<file path="src/rtl/vector_fb_arbiter.sv">
// Single-port framebuffer scheduler: CPU byte access (highest priority), line-drawer
// pixel writes and a whole-buffer clear/fade sequencer sharing RAM port B.
module vector_fb_arbiter #(
    parameter int FADE_SHIFT = 1
) (
    input  logic        clk,
    input  logic        reset,
    input  logic        vblank,
    input  logic        auto_clear,
    input  logic        clear_start,
    input  logic        clear_mode,
    output logic        clear_busy,
    output logic        clear_done,
    input  logic        cpu_req,
    input  logic        cpu_we,
    input  logic [15:0] cpu_addr,
    input  logic [7:0]  cpu_din,
    output logic [7:0]  cpu_dout,
    output logic        cpu_ack,
    input  logic        draw_req,
    input  logic [7:0]  draw_x,
    input  logic [7:0]  draw_y,
    input  logic [7:0]  draw_data,
    output logic        draw_ack,
    output logic [15:0] fb_addr,
    output logic        fb_we,
    output logic [7:0]  fb_din,
    input  logic [7:0]  fb_dout
);
    typedef enum logic [1:0] {IDLE, CPU_RD, FADE_WAIT, FADE_WR} state_t;

    localparam logic WIN_CLEAR = 1'b0;
    localparam logic WIN_DRAW  = 1'b1;

    state_t      state, state_d;
    logic        last_winner, last_winner_d;
    logic [15:0] clr_addr, clr_addr_d;
    logic        clr_mode, clr_mode_d;
    logic        busy_d, done_d, cpu_ack_d, draw_ack_d;
    logic        rd_ack, rd_ack_d;
    logic        fb_we_d;
    logic [15:0] fb_addr_d;
    logic [7:0]  fb_din_d;
    logic [7:0]  rd_hold;
    logic        vblank_q;
    logic        cpu_pend, draw_pend, start, draw_wins, last_pixel;
    logic [7:0]  fade_val;

    assign cpu_pend   = cpu_req && !cpu_ack;
    assign draw_pend  = draw_req && !draw_ack;
    assign start      = (clear_start || (auto_clear && vblank && !vblank_q)) && !clear_busy;
    assign draw_wins  = draw_pend && (!clear_busy || last_winner == WIN_CLEAR);
    assign last_pixel = (clr_addr == 16'hFFFF);
    assign fade_val   = fb_dout >> FADE_SHIFT;

    // RAM data arrives in the ack cycle itself, so it is forwarded while cpu_ack is
    // high and held afterwards; this keeps the read at two cycles from request.
    assign cpu_dout = rd_ack ? fb_dout : rd_hold;

    always_comb begin
        // NOTE: every target gets a default first so no path can infer a latch.
        state_d       = state;
        last_winner_d = last_winner;
        clr_addr_d    = clr_addr;
        clr_mode_d    = clr_mode;
        busy_d        = clear_busy;
        done_d        = 1'b0;
        cpu_ack_d     = 1'b0;
        draw_ack_d    = 1'b0;
        rd_ack_d      = 1'b0;
        fb_we_d       = 1'b0;
        fb_addr_d     = fb_addr;
        fb_din_d      = fb_din;

        if (start) begin
            busy_d     = 1'b1;
            clr_addr_d = 16'h0000;
            clr_mode_d = clear_mode;
        end

        case (state)
            IDLE: begin
                if (cpu_pend) begin
                    fb_addr_d = cpu_addr;
                    if (cpu_we) begin
                        fb_we_d   = 1'b1;
                        fb_din_d  = cpu_din;
                        cpu_ack_d = 1'b1;
                    end else begin
                        state_d = CPU_RD;
                    end
                end else if (draw_wins) begin
                    fb_addr_d     = {draw_y, draw_x};
                    fb_din_d      = draw_data;
                    fb_we_d       = 1'b1;
                    draw_ack_d    = 1'b1;
                    last_winner_d = WIN_DRAW;
                end else if (clear_busy) begin
                    fb_addr_d     = clr_addr;
                    last_winner_d = WIN_CLEAR;
                    if (clr_mode) begin
                        state_d = FADE_WAIT;
                    end else begin
                        fb_we_d    = 1'b1;
                        fb_din_d   = 8'h00;
                        clr_addr_d = clr_addr + 16'd1;
                        if (last_pixel) begin
                            busy_d = 1'b0;
                            done_d = 1'b1;
                        end
                    end
                end
            end
            CPU_RD: begin
                cpu_ack_d = 1'b1;
                rd_ack_d  = 1'b1;
                state_d   = IDLE;
            end
            FADE_WAIT: state_d = FADE_WR;
            FADE_WR: begin
                // fb_addr still holds the pixel read two cycles ago.
                fb_we_d    = 1'b1;
                fb_din_d   = fade_val;
                clr_addr_d = clr_addr + 16'd1;
                state_d    = IDLE;
                if (last_pixel) begin
                    busy_d = 1'b0;
                    done_d = 1'b1;
                end
            end
            default: state_d = IDLE;
        endcase
    end

    always_ff @(posedge clk) begin
        if (reset) begin
            // NOTE: non-blocking assignments keep every register sampling pre-edge values.
            state       <= IDLE;
            last_winner <= WIN_CLEAR;
            clr_addr    <= 16'h0000;
            clr_mode    <= 1'b0;
            clear_busy  <= 1'b0;
            clear_done  <= 1'b0;
            cpu_ack     <= 1'b0;
            draw_ack    <= 1'b0;
            rd_ack      <= 1'b0;
            rd_hold     <= 8'h00;
            fb_we       <= 1'b0;
            fb_addr     <= 16'h0000;
            fb_din      <= 8'h00;
            vblank_q    <= 1'b0;
        end else begin
            state       <= state_d;
            last_winner <= last_winner_d;
            clr_addr    <= clr_addr_d;
            clr_mode    <= clr_mode_d;
            clear_busy  <= busy_d;
            clear_done  <= done_d;
            cpu_ack     <= cpu_ack_d;
            draw_ack    <= draw_ack_d;
            rd_ack      <= rd_ack_d;
            if (rd_ack) rd_hold <= fb_dout;
            fb_we       <= fb_we_d;
            fb_addr     <= fb_addr_d;
            fb_din      <= fb_din_d;
            vblank_q    <= vblank;
        end
    end
endmodule

</file>
<file path="config.mk">
export PLATFORM = sky130hd
export DESIGN_NAME = vector_fb_arbiter
export DESIGN_NICKNAME = d
export VERILOG_FILES = /design/src/rtl/vector_fb_arbiter.sv
export SDC_FILE = /design/constraint.sdc
export NUM_CORES = 1
export LEC_CHECK = 0
export ABC_AREA = 1
export CAP_MARGIN = 25
export CORE_ASPECT_RATIO = 1.75
export CORE_MARGIN = 2
export CORE_UTILIZATION = 51
export DETAILED_ROUTE_END_ITERATION = 8
export GPL_ROUTABILITY_DRIVEN = 0
export PLACE_DENSITY = 0.86
export SYNTH_ARGS = -nofsm -noshare
export SYNTH_HDL_FRONTEND = slang
export SYNTH_SLANG_ARGS = --single-unit
</file>
<file path="constraint.sdc">
create_clock -name clk -period 3.81 [get_ports clk]
set_input_delay 0.5715 -clock clk [delete_from_list [all_inputs] [get_ports clk]]
set_output_delay 0.5715 -clock clk [all_outputs]
set_load 0.02 [all_outputs]
</file>
==> impl_results.md, run 1 <==
- Status: completed
- Synth area leaders: dfxtp_1, nand2_1, a21oi_1, nand3_1, nor2_1
- FF+latch count, synth: 59
- Synth warn: 0
- Die width: 64.6 µm
- Hold Startpoint: rd_hold[7]
- Critical Path Start Type: primary input
- Synthesized Nets: approximately 550
- # resized after CTS: 0
- Worst Skew: 0.00650 ns
- Crit path required time: between 3 and 4 ns
- PwrDens: 621 nW/µm²
- Crit Path Category: in2out
- Hold Path Depth: 2
- Finished Core Util: between 70 and 80%
- I/O pin cnt: 102
- Pre-Repair DR Iteration Count: 4
- CTS root buf: clkbuf_8
- Largest net degree at the start of global routing: 31
- Remaining DRCs: 0
- LEAKAGE: 1.84 nW
- Die area: 7120 µm²
- Post-Syn Area per Cell: roughly 6.9 µm²
- Overflow after GRT: 0
- Global-route wire length before repair: ~15,000 µm
- Number of core rows: 38
- Maximum vdd drop: ~520 µV
- Worst min path class: reg2reg
- Met1 WL: 3230 µm
- DP Area: approximately 4300 µm²
- Fin area: 4430 µm²
- Dpl cells: 641
- Final period utilization: 62.8%
- # setup viols final: 0
- Via/cell ratio: 5.28
- Initial antenna violation count: 0
- Cell with the most instances after synthesis: nand2_1
- Nets@finish: 642
- First DRT Iteration DRCs: 140
- Post-synthesis instance total: 477
- Hold Worst Slack: 0.470 ns
- Critical R2R Launch: state[1]
- Critical path arrival: roughly 1.8 ns
- Cell taking the most area after synthesis: dfxtp_1
- Synthesized cell area: 3280 µm²
- CTS tree: yes
- Max Fclk: 418 MHz
- Worst reg2reg path depth: 8
- I/O Buffers: 101
- Worst Setup End Kind: output pin
- H-Tree Depth: 3
- Inserted Clock Buffers: 9
- Reg clk slew, reported paths: 0.06 ns
- Synth unique cells: 35
- Height of the die: approximately 110 µm
- Post-synth ARST share: 0%
- Tot GR Track Use: 27.2%
- Post-synth EDFFs: 0
- Layout cells sized above 1: about 8.7%
- Share of the synthesized area in the top cell type: 36.0%
- Clock Sink Count: slightly below 60
- HPWL after DPL: 6880 µm
- Setup bufs post-CTS: 0
- ANT cells: 0
- Total chip power: 2.75 mW
- Reg-to-reg slack, setup: 1.90 ns
- Hold Buf Count CTS: 0
- Setup WS post-layout: 1.42 ns
- Post-route minimum period: 2.39 ns
- Worst-Skew Late Latency: 0.35 ns
- Core footprint: 6230 µm²
- Antenna Nets Post-Route: 0
- Crit-path max FO: 2
- Drt total wl: 9250 µm
- Worst r2r dst: clr_addr[5]
- Slew margin rel.: about 41%
- Unrepaired setup endpoints after global routing: false
- Synth cell count leaders: nand2_1, dfxtp_1, a21oi_1
- Non-Filler Instances: 656
- Tightest Pin Transition: 0.886 ns
- Layout area overhead: 35.0%
- FILL cells: about 490
- Met2 WL: 5120 µm
- Wire length on met3: 507 µm
- Synth Flop Type: dfxtp_1
- Final hold vios: 0
- Setup TNS: 0 ns
- Max-cap violation count: 0
- Vias: 3,465
- Clock Path Buffers: 2
- WHS Endpoint: rd_hold[7]
- Wire per inst: 14.1 µm
- Seq/Total Area, Yosys: about 36%
- Uppermost layer routed: met4
- Vias in the first global route: 3,361
- Initial Utilization: 52.7%
- Place WS: 1.38 ns
- Final max-slew violation count: 0
critical path, cell delays in order:
cell,delay [ns]
clkdlybuf4s50_1,0.49
nand2_1,0.07
nand2_1,0.08
clkdlybuf4s50_1,0.60
worst max path at each step:
stage	slack (ns)	startpoint	end	depth (start not counted)
after floorplan	2.25	state[0]	fb_din[5]	9
after global placement	1.43	fb_dout[4]	cpu_dout[4]	4
after detailed placement	1.38	cpu_req	fb_addr[8]	10
after CTS	1.41	fb_dout[4]	cpu_dout[4]	4
after global routing	1.35	rd_ack	cpu_dout[2]	4
final	1.42	fb_dout[4]	cpu_dout[4]	4
flip-flops by register name (all words and copies together), names as in the netlist:
| signal | count |
|---|---|
| rd_ack | 1 |
| clear_busy | 1 |
| fb_we | 1 |
| vblank_q | 1 |
| clr_addr | 16 |
| last_winner | 1 |
| fb_din | 8 |
| clr_mode | 1 |
| clear_done | 1 |
| state | 2 |
| fb_addr | 16 |
| rd_hold | 8 |
| draw_ack | 1 |
| cpu_ack | 1 |
report_power, final:
group	internal [mW]	switching, mW
combinational	0.548	0.842
clock	0.247	0.242
sequential	0.770	0.100
total	1.57	1.18
cell usage in the layout, fill, tap and decap left out, drive strengths merged:
cell | synthesis | layout
a22oi | 13 | 13
clkinv | 0 | 3
ha | 5 | 5
nor2 | 46 | 46
nand2 | 147 | 147
nor3 | 1 | 1
clkbuf | 5 | 12
a31oi | 1 | 1
and3 | 1 | 1
nand3b | 1 | 1
inv | 41 | 41
o21bai | 8 | 8
a21oi | 58 | 58
xnor2 | 2 | 2
nand3 | 35 | 35
xor2 | 4 | 4
nand4 | 6 | 6
or2 | 7 | 7
o21ai | 22 | 22
buf | 15 | 3
clkdlybuf4s50 | 0 | 101
dfxtp | 59 | 59
cell type report:
class                           instances  area [µm²]  share of cell area [%]
Multi-Input combinational cell        357        1800                    40.6
Clock inverter                          3        15.0                   0.339
Timing Repair Buffer                  104        1030                    23.3
Inverter                               41         156                    3.53
Clock buffer                           12         145                    3.28
Tap cell                               80         100                    2.26
Sequential cell                        59        1180                    26.7
kinds of logic after synthesis:
family,count (synthesis),synth area share (%)
buffers and inverters,61,9.15
AND/OR/NAND/NOR,244,33.4
adder cells (fa/ha/maj),5,1.91
AO/OA/AOI/OAI,102,17.9
XOR/XNOR,6,1.60
flip-flops,59,36.0
routing by layer:
layer  vias up  global-route usage, %
met5         -                      0
met4         0                   16.6
met3        26                   6.40
met2       122                   53.1
met1      1572                   24.9
li1       1745                      -
Note: power is estimated with default switching activity, not from simulation.
==> run 2: changes to the inputs <==
CORE_UTILIZATION = 47   (was 51)
PLACE_DENSITY = 0.81   (was 0.86)
clock period = 2.45 ns   (was 3.81 ns; I/O delays follow)
==> run 2 against run 1 <==
Clock power rose to 2.7 times the previous value. Total power grew 76%. Sequential share of layout area fell by 0.94 points. Routed wire length grew 3.8%. First-iteration DRC count up 31%. Count of clock-buffer cells in the layout fell by 1. Via count grew 1.7%. Cell area increased by 3.7%. Critical path depth unchanged. Clock skew decreased by 0.0025 ns. Die area grew 8.1%. Register-to-register slack got worse by 1.4 ns. Critical endpoint unchanged.
==> impl_results.md, run 2 (synthesis gave the netlist of run 1 again) <==
- Via/cell ratio: 5.32 (+0.75%)
- First DRT Iteration DRCs: 184 (+31%)
- Critical Path Start Type: flop
- Post-route minimum period: 2.19 ns
- Layout cells sized above 1: 9.00% (+0.32 points)
- Worst Setup End Kind: output pin
- Unrepaired setup endpoints after global routing: false
- CP max-delay cell: clkdlybuf4s50_1
- HPWL after DPL: 7050 µm (+2.4%)
- Largest net degree at the start of global routing: 31 (unchanged)
- CP most frequent cell: nand2_1
- Worst Skew: 0.00397 ns (-0.00253 ns)
- Max Fclk: 458 MHz
- CTS tree: yes
- Commonest non-fill, non-tap cell in the layout: nand2_1
- Wire per inst: 14.5 µm (+2.9%)
- CP peak stage delay: 0.53 ns (-0.07 ns)
- H-Tree Depth: 3 (unchanged)
- Hold Worst Slack: 0.466 ns (-0.00406 ns)
- Worst-Skew Late Latency: 0.33 ns (-0.02 ns)
- Pre-Repair DR Iteration Count: 4 (unchanged)
- Vias in the first global route: 3,572 (+6.3%)
- FILL cells: 580 (+18%)
- Crit-path max FO: 9 (+7)
- Switch share: 39.1% (-4.0 points)
- Clock Path Buffers: 2 (unchanged)
- CTS root buf: clkbuf_16
- Layout area overhead: 40.0%
- Setup TNS: 0 ns (unchanged)
- Initial antenna violation count: 0 (unchanged)
- Status: completed
- Net Sw Power: 1.89 mW (+59%)
- Total chip power: 4.82 mW (+76%)
- Largest registers: clr_addr: 16 flops, fb_addr: 16 flops
- Crit-path cells: inv_1 -> nand2_1 -> nand2_1 -> clkdlybuf4s50_1
- Vias: 3,523 (+1.7%)
- Flop pwr share: 28.0% (-3.7 points)
- Critical path arrival: 1.82 ns (about the same)
- Die width: 67.2 µm (+3.9%)
- Setup bufs post-CTS: 0 (unchanged)
- Combinational Power Share: 45.0% (-5.6 points)
- Overflow after GRT: 0 (unchanged)
- Tot GR Track Use: 26.3% (-0.93 points)
- Tightest Pin Transition: 0.572 ns (-0.314 ns)
- # resized after CTS: 0 (unchanged)
- Max-cap violation count: 0 (unchanged)
- I/O pin cnt: 102 (unchanged)
- Clock Sink Count: 59 (unchanged)
- Slew margin rel.: 61.8% (+21 points)
- Die area: 7690 µm² (+8.1%)
- Clk pwr share: 27.0% (+9.2 points)
- Place WS: 0.425 ns (-0.957 ns)
- Antenna Nets Post-Route: 0 (unchanged)
- Maximum vdd drop: 688 µV (+33%)
- # setup viols final: 0 (unchanged)
- Drt total wl: 9600 µm (+3.8%)
- Core footprint: 6810 µm² (+9.3%)
- Crit path required time: 2.08 ns (-1.16 ns)
- Final max-slew violation count: 0 (unchanged)
- Fin area: 4590 µm² (+3.7%)
- ANT cells: 0 (unchanged)
- DP Area: 4280 µm² (+0.29%)
- Number of core rows: 40 (+5.3%)
- Reg clk slew, reported paths: 0.05 ns (about the same)
- Setup WS post-layout: 0.264 ns (-1.15 ns)
- Commonest non-fill, non-tap cells in the layout: nand2_1, clkdlybuf4s50_1, dfxtp_1, a21oi_1, nor2_1
- Crit Path Category: reg2out
- Pint: 2.94 mW (+88%)
- Initial Utilization: 48.2% (-4.5 points)
- Height of the die: 115 µm (+4.0%)
- Hold Buf Count CTS: 0 (unchanged)
- PwrDens: 1050 nW/µm² (+69%)
- Inserted Clock Buffers: 9 (unchanged)
- Global-route wire length before repair: 15,500 µm (+4.7%)
- I/O Buffers: 101 (unchanged)
- Final hold vios: 0 (unchanged)
- Remaining DRCs: 0 (unchanged)
- Final period utilization: approximately nine tenths
- Nets@finish: 643 (+0.16%)
- Worst min path class: reg2reg
- LEAKAGE: 1.91 nW (+3.7%)
run 2: path summary, 6_finish.rpt:
path	end	cells after the start	slack [ns]	from
worst min register to register	rd_hold[2]	2	0.47	rd_hold[2]
worst max register to register	clr_addr[10]	8	0.52	state[1]
worst min-delay path	rd_hold[2]	2	0.47	rd_hold[2]
worst max-delay path	cpu_dout[4]	4	0.26	rd_ack
run 2: power groups by stage:
stage	logic [mW]	clock network (mW)	registers, mW
after global routing	2.38	1.36	1.38
after floorplan	1.27	0	1.56
final	2.17	1.30	1.35
after detailed placement	2.17	0	1.36
after global placement	2.14	0	1.35
after CTS	2.19	1.32	1.35
run 2: worst max-delay path: cells and delay by family (launching register included):
family                 cells  cell delay [ns]
DFF                        1             0.52
and+or+nand+nor            2             0.20
buffers and inverters      2             0.77
run 2: per-stage QoR:
step,cells,utilization [%]
3_3_place_gp,646,62.9
5_1_grt,662,67.5
2_1_floorplan,477,-
3_5_place_dp,646,62.9
4_1_cts,662,67.5
6_report,662,67.5
run 2: layout make-up:
class | count | area, µm² | share of cell area (%)
Clock buffer | 11 | 233 | 5.07
Clock inverter | 5 | 77.6 | 1.69
Inverter | 41 | 156 | 3.41
Multi-Input combinational cell | 357 | 1800 | 39.2
Sequential cell | 59 | 1180 | 25.7
Tap cell | 84 | 105 | 2.29
Timing Repair Buffer | 105 | 1040 | 22.7
run 2: metal layers:
metal / track usage, % / up-vias / part of all wire, %
met4: 16.3 / 0 / 4.3
met1: 23.7 / 1616 / 34
met5: 0 / - / 0
met3: 6.10 / 30 / 6.0
met2: 49.9 / 128 / 55
li1: - / 1749 / -
